$ cat src/rtl/deserialize_circuit_pkg.sv
// +----------------------------------------------------------------------------+
// | deserialize_circuit_pkg : shared width helpers for the serializer pair     |
// | Rev 1.0                                                                    |
// +----------------------------------------------------------------------------+
`default_nettype none

package deserialize_circuit_pkg;

  function automatic int slice_width(input int data_width, input int divide_num);
    return data_width / divide_num;
  endfunction

  // Counter must be at least one bit wide even when a word is a single slice.
  function automatic int cnt_width(input int divide_num);
    return (divide_num <= 1) ? 1 : $clog2(divide_num);
  endfunction

  function automatic bit widths_ok(input int data_width, input int divide_num);
    return (divide_num >= 1) && ((data_width % divide_num) == 0);
  endfunction

endpackage

`default_nettype wire

$ cat src/rtl/deserialize_circuit.sv
// +----------------------------------------------------------------------------+
// | deserialize_circuit : gathers DIVIDE_NUM slices into one DATA_WIDTH word   |
// | Optional: DESERIALIZE_MSB_FIRST_EN places the first slice at the top.      |
// | Rev 1.0                                                                    |
// +----------------------------------------------------------------------------+
`default_nettype none

module deserialize_circuit
  import deserialize_circuit_pkg::*;
#(
  parameter int DATA_WIDTH = 128,
  parameter int DIVIDE_NUM = 4
) (
  input  logic                                               i_clk,
  input  logic                                               i_rst_n,
  input  logic                                               i_valid,
  input  logic                                               i_sof,
  input  logic [slice_width(DATA_WIDTH, DIVIDE_NUM)-1:0]     i_data,
  output logic [DATA_WIDTH-1:0]                              o_data,
  output logic                                               o_valid,
  output logic                                               o_err
);

  localparam int SLICE_W = slice_width(DATA_WIDTH, DIVIDE_NUM);
  localparam int CNT_W   = cnt_width(DIVIDE_NUM);
  localparam logic [CNT_W-1:0] LAST_IDX = CNT_W'(DIVIDE_NUM - 1);

  if (!widths_ok(DATA_WIDTH, DIVIDE_NUM)) begin : g_bad_params
    $error("deserialize_circuit: DIVIDE_NUM must be >= 1 and divide DATA_WIDTH");
  end

  logic [CNT_W-1:0]      cnt_q,   cnt_d;
  logic [DATA_WIDTH-1:0] coll_q,  coll_d;
  logic [DATA_WIDTH-1:0] data_q,  data_d;
  logic                  valid_q, valid_d;
  logic                  err_q,   err_d;
  logic [CNT_W-1:0]      idx;

  function automatic int slot_base(input int k);
`ifdef DESERIALIZE_MSB_FIRST_EN
    return (DIVIDE_NUM - 1 - k) * SLICE_W;
`else
    return k * SLICE_W;
`endif
  endfunction

  always_comb begin
    cnt_d   = cnt_q;
    coll_d  = coll_q;
    data_d  = data_q;
    valid_d = 1'b0;
    err_d   = 1'b0;
    idx     = i_sof ? '0 : cnt_q;
    if (i_valid) begin
      for (int k = 0; k < DIVIDE_NUM; k++) begin
        if (idx == CNT_W'(k)) begin
          coll_d[slot_base(k) +: SLICE_W] = i_data;
        end
      end
      err_d = i_sof && (cnt_q != '0);
      // Completed word is taken from coll_d so the final slice bypasses the register.
      if (idx == LAST_IDX) begin
        data_d  = coll_d;
        valid_d = 1'b1;
        cnt_d   = '0;
      end else begin
        cnt_d = idx + CNT_W'(1);
      end
    end
  end

  always_ff @(posedge i_clk) begin
    if (!i_rst_n) begin
      cnt_q   <= '0;
      coll_q  <= '0;
      data_q  <= '0;
      valid_q <= 1'b0;
      err_q   <= 1'b0;
    end else begin
      cnt_q   <= cnt_d;
      coll_q  <= coll_d;
      data_q  <= data_d;
      valid_q <= valid_d;
      err_q   <= err_d;
    end
  end

  assign o_data  = data_q;
  assign o_valid = valid_q;
  assign o_err   = err_q;

endmodule

`default_nettype wire

$ cat config.mk
export PLATFORM = sky130hd
export DESIGN_NAME = deserialize_circuit
export DESIGN_NICKNAME = d
export VERILOG_FILES = /design/src/rtl/deserialize_circuit_pkg.sv /design/src/rtl/deserialize_circuit.sv
export SDC_FILE = /design/constraint.sdc
export NUM_CORES = 1
export LEC_CHECK = 0
export ABC_AREA = 1
export BUFFER_PORTS_ARGS = -buffer_cell sky130_fd_sc_hd__buf_2
export CELL_PAD_IN_SITES_DETAIL_PLACEMENT = 0
export CELL_PAD_IN_SITES_GLOBAL_PLACEMENT = 1
export CORE_ASPECT_RATIO = 0.75
export CORE_UTILIZATION = 30
export DETAILED_ROUTE_END_ITERATION = 10
export GPL_TIMING_DRIVEN = 0
export PLACE_DENSITY = 0.76
export SLEW_MARGIN = 20
export SYNTH_ARGS = -nofsm -noshare
export SYNTH_HDL_FRONTEND = slang
export SYNTH_SLANG_ARGS = --single-unit
$ cat constraint.sdc
create_clock -name i_clk -period 1.7 [get_ports i_clk]
set_clock_uncertainty 0.05 [all_clocks]
set_input_delay 0.255 -clock i_clk [delete_from_list [all_inputs] [get_ports i_clk]]
set_output_delay 0.255 -clock i_clk [all_outputs]
set_load 0.1 [all_outputs]
==> results of run 1 <==
## worst min-delay path: stages
cell	delay (ps)
buf_2	180
o21ai_0	110
nor2_1	80
## layout make-up
class / instances / area, µm² / share of cell area
Antenna cell: 1 / 2.50 / 0.000190
Buffer: 111 / 533 / 0.0405
Clock buffer: 36 / 769 / 0.0585
Clock inverter: 9 / 98.8 / 0.00751
Inverter: 327 / 1230 / 0.0933
Multi-Input combinational cell: 1038 / 4530 / 0.344
Sequential cell: 228 / 4570 / 0.348
Tap cell: 457 / 572 / 0.0435
Timing Repair Buffer: 164 / 856 / 0.0650
## how the worst max path moves through the flow
stage	start	endpoint	slack (ps)	cells past startpoint
final	o_data[97]	o_data[97]	40	1
after floorplan	cnt_q[0]	coll_q[62]	20	10
after CTS	cnt_q[1]	o_data[38]	2	7
after global routing	o_data[33]	o_data[33]	0.5	1
after global placement	i_sof	o_data[62]	-680	12
after detailed placement	i_sof	o_data[62]	-670	12
## power by group
| group | switching, W | internal (W) |
|---|---|---|
| registers | 0.0000948 | 0.00555 |
| logic | 0.00129 | 0.000460 |
| clock network | 0.00233 | 0.00344 |
## through the flow
stage          hold WS [ps]  cells
5_1_grt                73.1   2371
4_1_cts                47.0   2370
2_1_floorplan           369   1706
6_report               66.8   2371
3_3_place_gp            405   2327
3_5_place_dp            408   2327
## metal layers
metal	vias to the layer above	GRT usage	part of all wire
met5	-	0	0
met4	0	0.0468	0.023
met3	53	0.0359	0.067
met2	329	0.303	0.43
met1	5018	0.298	0.48
li1	5543	-	-
## flip-flops by register name, indices dropped and copies added, names as in the netlist
signal and cells:
o_data 128, o_err 1, coll_q 96, o_valid 1
cnt_q 2
## cell families after synthesis
family,count (synthesis),synth area share
DFF,228,0.425
buffers and inverters,440,0.159
AOI/OAI and AO/OA,228,0.106
and+or+nand+nor,809,0.308
adders and majority gates,1,0.00117
## cell usage after synthesis
cell type and count:
dfxtp_1 228, a21oi_1 130, nand3_2 1, buf_2 42, inv_2 2, nor2_4 1
buf_1 19, nor3_1 1, clkbuf_1 52, nor2_1 161, inv_1 324, o21ai_0 98
ha_1 1, nand3_1 192, clkinv_1 1, nand4_4 1, nand2_1 452
## layout by cell type, fill, tap and decap left out, types with 26 or more instances in the layout
cell type  instances
nor2_1           161
o21ai_0           65
nand2_1          450
nand3_1          192
clkbuf_1          47
dfxtp_1          226
clkbuf_16         27
a21oi_1          129
buf_2            187
o21ai_1           26
inv_1            323
## timing repair
action,CTS,global route
hold endpoints to repair,0,0
pin swaps,0,1
endpoints found under the setup margin,84,109
gates resized for setup,48,50
==> run summary, run 1 <==
status -> complete, but fails checks
failing checks -> DRC
crit path time final -> 1660 ps
Die W -> 220 µm
share of the synthesized area in the top cell type -> 0.425
DR pass1 iterations -> 8
max cap viols -> 0
area leader, netlist -> dfxtp_1
Post-CTS Hold Buffers -> 0
Overall Global Routing Usage -> 0.202
vias in the first global route -> 10093
die area -> 36500 µm²
Worst setup EP type -> output port
Reg clk slew, reported paths -> 60 ps
CP arrival -> 1360 ps
hold_sp -> i_data[25]
RSZ-0062 raised after global routing -> no
first-pass GRT wire length -> 57.2 mm
crit path cell chain -> buf_2
GP Congestion -> 0.846
max incr delay on CP -> 450 ps
slack of the critical path -> 38.4 ps
post-synthesis register bit count -> 228
Final period util -> 0.977
worst-path maximum fanout -> 2
htree depth -> 1
library cells used by synthesis -> 17
Worst EP required -> 1390 ps
# rows -> 59
worst vdd ir -> 0.000556 V
startpoint types -> flip-flop
HPWL Detailed -> 27.7 mm
# fillers -> 3786
setup TNS -> 0 ps
Post-Syn Area -> 10700 µm²
RR Startpoint -> cnt_q[0]
final non-filler cell area -> 13200 µm²
Initial Util -> 0.307
vias post-DR -> 10943
hold path cells -> 3
CTS Sinks -> 228
Fmax -> 602 MHz
Layout Utilization -> 0.377
Slowest-stage cell, CP -> buf_2
Area Overhead vs Synth -> 22.6%
final setup fails -> 0
CP top delay family -> buffers and inverters
drt wl/cell -> 15.9 µm
Worst Hold Class -> in2reg
CTS buffer count -> 26
Critical R2R Capture -> o_data[59]
final count of hold timing violations -> 0
Final Total Pwr -> 0.0132 W
warnings from Yosys -> 0
Cells after Synth -> 1706
initial drt markers -> 763
Worst Path Buf+Inv -> 1
grt ovf -> 0
Skew-Pair Late Insertion Delay -> 550 ps
Root Driver -> clkbuf_16
port buffer count -> 164
Slew Limit Fails -> 0
most area-consuming cells after synthesis -> dfxtp_1 (43%), nand2_1 (16%), inv_1 (11%)
postcts setup bufs -> 0
DRC -> 11
Min-Delay Endpoint -> o_data[121]
R2R setup slack -> 70 ps
Slew @ Worst Pin -> 683 ps
Die H -> 166 µm
largest net degree at the start of global routing -> 16
Vias/cell -> 4.62
CTS tree -> built
Synth Area per Inst -> 6.29 µm²
Place WS -> -673 ps
sequential-to-total area share from yosys stat -> 0.425
Core Area -> 34900 µm²
layout cells sized above 1 -> 0.147
Crit Path Class -> reg2out
CTS Buffer Depth -> 3
FF-to-FF path depth -> 8
initial antenna violation count -> 1
PD cells -> 1000 nW/µm²
net count after synthesis -> 1743
placed instance area -> 12100 µm²
I/O pin count -> 166
final WL -> 37.6 mm
Leak Pwr -> 7.03 nW
post-route ant nets -> 0
nets -> 1933
Max transition margin -> 0.545
No activity file was read; power rests on OpenSTA's default activity.
==> run 2, diff against run 1 <==
PLACE_DENSITY = 0.73   (was 0.76)
REMOVE_ABC_BUFFERS = 1   (was default)
clock period = 2.1 ns   (was 1.7 ns; I/O delays follow)
==> run 2 against run 1 <==
The run still ends with DRC left. Cell count fell by 3.8%. Die area did not move. Sequential share of layout area rose by 0.26 points. Register-to-register slack improved by 50 ps. Critical path type is now reg2reg. Critical endpoint is now o_data[59]. Highest routed layer unchanged.
==> run summary, run 2 (synthesis results as in run 1) <==
final count of hold timing violations -> 0 (unchanged)
first-pass GRT wire length -> 50.6 mm (was 57.2 mm)
most frequent cells in the layout -> nand2_1 (449), inv_1 (322), dfxtp_1 (226) (was nand2_1 (450), inv_1 (323), dfxtp_1 (226))
HPWL Detailed -> 18.2 mm (was 27.7 mm)
CTS buffer count -> 27 (was 26)
startpoint types -> flip-flop (unchanged)
CTS Buffer Depth -> 3 (unchanged)
worst vdd ir -> 0.000582 V (was 0.000556 V)
Max transition margin -> 0.509 (was 0.545)
R2R setup slack -> 120 ps (was 70 ps)
Final period util -> 0.944
final WL -> 31.3 mm (was 37.6 mm)
Worst setup EP type -> flip-flop (was output port)
Switch Pwr -> 0.00291 W (was 0.00372 W)
Worst EP required -> 2520 ps (was 1390 ps)
max reg flops -> 128 (unchanged)
DRC -> 8 (was 11)
die area -> 36500 µm² (unchanged)
Die H -> 166 µm (unchanged)
Reg clk slew, reported paths -> 60 ps (about the same)
port buffer count -> 165 (was 164)
layout cells sized above 1 -> 0.133 (was 0.147)
failing checks -> DRC (unchanged)
Reg area -> 4570 µm² (about the same)
grt ovf -> 0 (unchanged)
Place WS -> -1330 ps (was -673 ps)
Reg power frac -> 0.434 (was 0.428)
# fillers -> 3731 (was 3786)
Pint -> 0.00761 W (was 0.00945 W)
Core Area -> 34900 µm² (unchanged)
Leak Pwr -> 6.95 nW (was 7.03 nW)
Die W -> 220 µm (unchanged)
most common cell after layout, fill and taps aside -> nand2_1 (unchanged)
Post-CTS Hold Buffers -> 0 (unchanged)
CTS tree -> built (unchanged)
slack of the critical path -> 118 ps (was 38.4 ps)
RSZ-0062 raised after global routing -> no (unchanged)
post-route ant nets -> 0 (unchanged)
Final Total Pwr -> 0.0105 W (was 0.0132 W)
status -> complete, but fails checks (unchanged)
vias in the first global route -> 9445 (was 10093)
max cap viols -> 0 (unchanged)
Worst Hold Class -> in2reg (unchanged)
Crit Path Class -> reg2reg (was reg2out)
htree depth -> 1 (unchanged)
worst-path maximum fanout -> 48 (was 2)
nets -> 1845 (was 1933)
drt wl/cell -> 13.7 µm (was 15.9 µm)
final setup fails -> 0 (unchanged)
CP arrival -> 2400 ps (was 1360 ps)
Skew-Pair Late Insertion Delay -> 530 ps (was 550 ps)
largest net degree at the start of global routing -> 86 (was 16)
Root Driver -> clkbuf_16 (unchanged)
Slew Limit Fails -> 0 (unchanged)
GP Congestion -> 0.699 (was 0.846)
Area Overhead vs Synth -> 21.6% (was 22.6%)
initial antenna violation count -> 0 (was 1)
Sw Share -> 0.277 (was 0.283)
# diodes -> 0 (was 1)
Initial Util -> 0.307 (unchanged)
Overall Global Routing Usage -> 0.172 (was 0.202)
Fmax -> 504 MHz
Slew @ Worst Pin -> 735 ps (was 683 ps)
clock group share of total power -> 0.439 (was 0.438)
DR pass1 iterations -> 10 (was 8)
# rows -> 59 (unchanged)
vias post-DR -> 10241 (was 10943)
crit path time final -> 1980 ps
CTS Sinks -> 228 (unchanged)
initial drt markers -> 552 (was 763)
I/O pin count -> 166 (unchanged)
logic gate share of total power -> 0.127 (was 0.133)
Vias/cell -> 4.49 (was 4.62)
PD cells -> 807 nW/µm² (was 1000 nW/µm²)
area of the multi-input gates -> 4530 µm² (about the same)
-- run 2: cell count changes in the layout (fill, tap and decap cells not counted), sizes merged --
cell and change:
clkbuf -59, buf -30, diode -1, nand4 +2
bufinv -1
-- run 2: what timing repair did --
item / CTS / global route
setup buffers: 2 / 0
endpoints found under the hold margin: 0 / 0
gates resized for setup: 6 / 6
endpoints found under the setup margin: 150 / 51
gates cloned: 2 / 0
pin swaps: 1 / 0
-- run 2: per-layer routing --
metal,vias up,global-route usage,wire length (µm),share of wire
met5,-,0,0,0
met4,0,0.0321,468,0.015
met3,35,0.0346,1650,0.053
met2,179,0.289,14300,0.46
met1,4649,0.228,14900,0.48
li1,5378,-,-,-
-- run 2: worst max-delay path, cell delays in order (launching register included) --
cell     delay [ps]
dfxtp_2         490
nand2_4         220
buf_12          250
ha_4            190
buf_16          190
o21ai_0         280
nand2_1          90
a21oi_1         120
-- run 2: worst paths after layout --
| path | from | end | cells after the start |
|---|---|---|---|
| setup reg to reg | cnt_q[1] | o_data[59] | 7 |
| hold reg to reg | o_data[32] | o_data[32] | 2 |
| hold / removal | i_data[30] | o_data[126] | 3 |
| setup / recovery | cnt_q[1] | o_data[59] | 7 |
-- run 2: through the flow --
stage                     hold WS, ps   util  instances  TNS, ps  area (µm²)
after global routing             38.4  0.374       2282        0       13100
after CTS                        29.8  0.373       2282        0       13000
after detailed placement          402  0.346       2232  -187790       12100
final                            51.5  0.374       2282        0       13100
after global placement            400  0.334       2215  -995990       11700
after floorplan                   354      -       1593  -217930       10300
-- run 2: power by group through the flow --
stage / combinational, W / clock, W / sequential, W
after CTS: 0.00135 / 0.00480 / 0.00457
after global routing: 0.00150 / 0.00499 / 0.00458
after global placement: 0.00126 / 0 / 0.00465
final: 0.00134 / 0.00462 / 0.00457
after floorplan: 0.000663 / 0 / 0.00486
after detailed placement: 0.00133 / 0 / 0.00466
-- run 2: cell type report --
| class | instances | share of cell area |
|---|---|---|
| repair buffers | 184 | 0.0965 |
| multi-input cells | 1040 | 0.347 |
| clock inverters | 8 | 0.00527 |
| flip-flops and latches | 228 | 0.350 |
| clock buffers | 38 | 0.0611 |
| well taps | 457 | 0.0438 |
| inverters | 327 | 0.0958 |
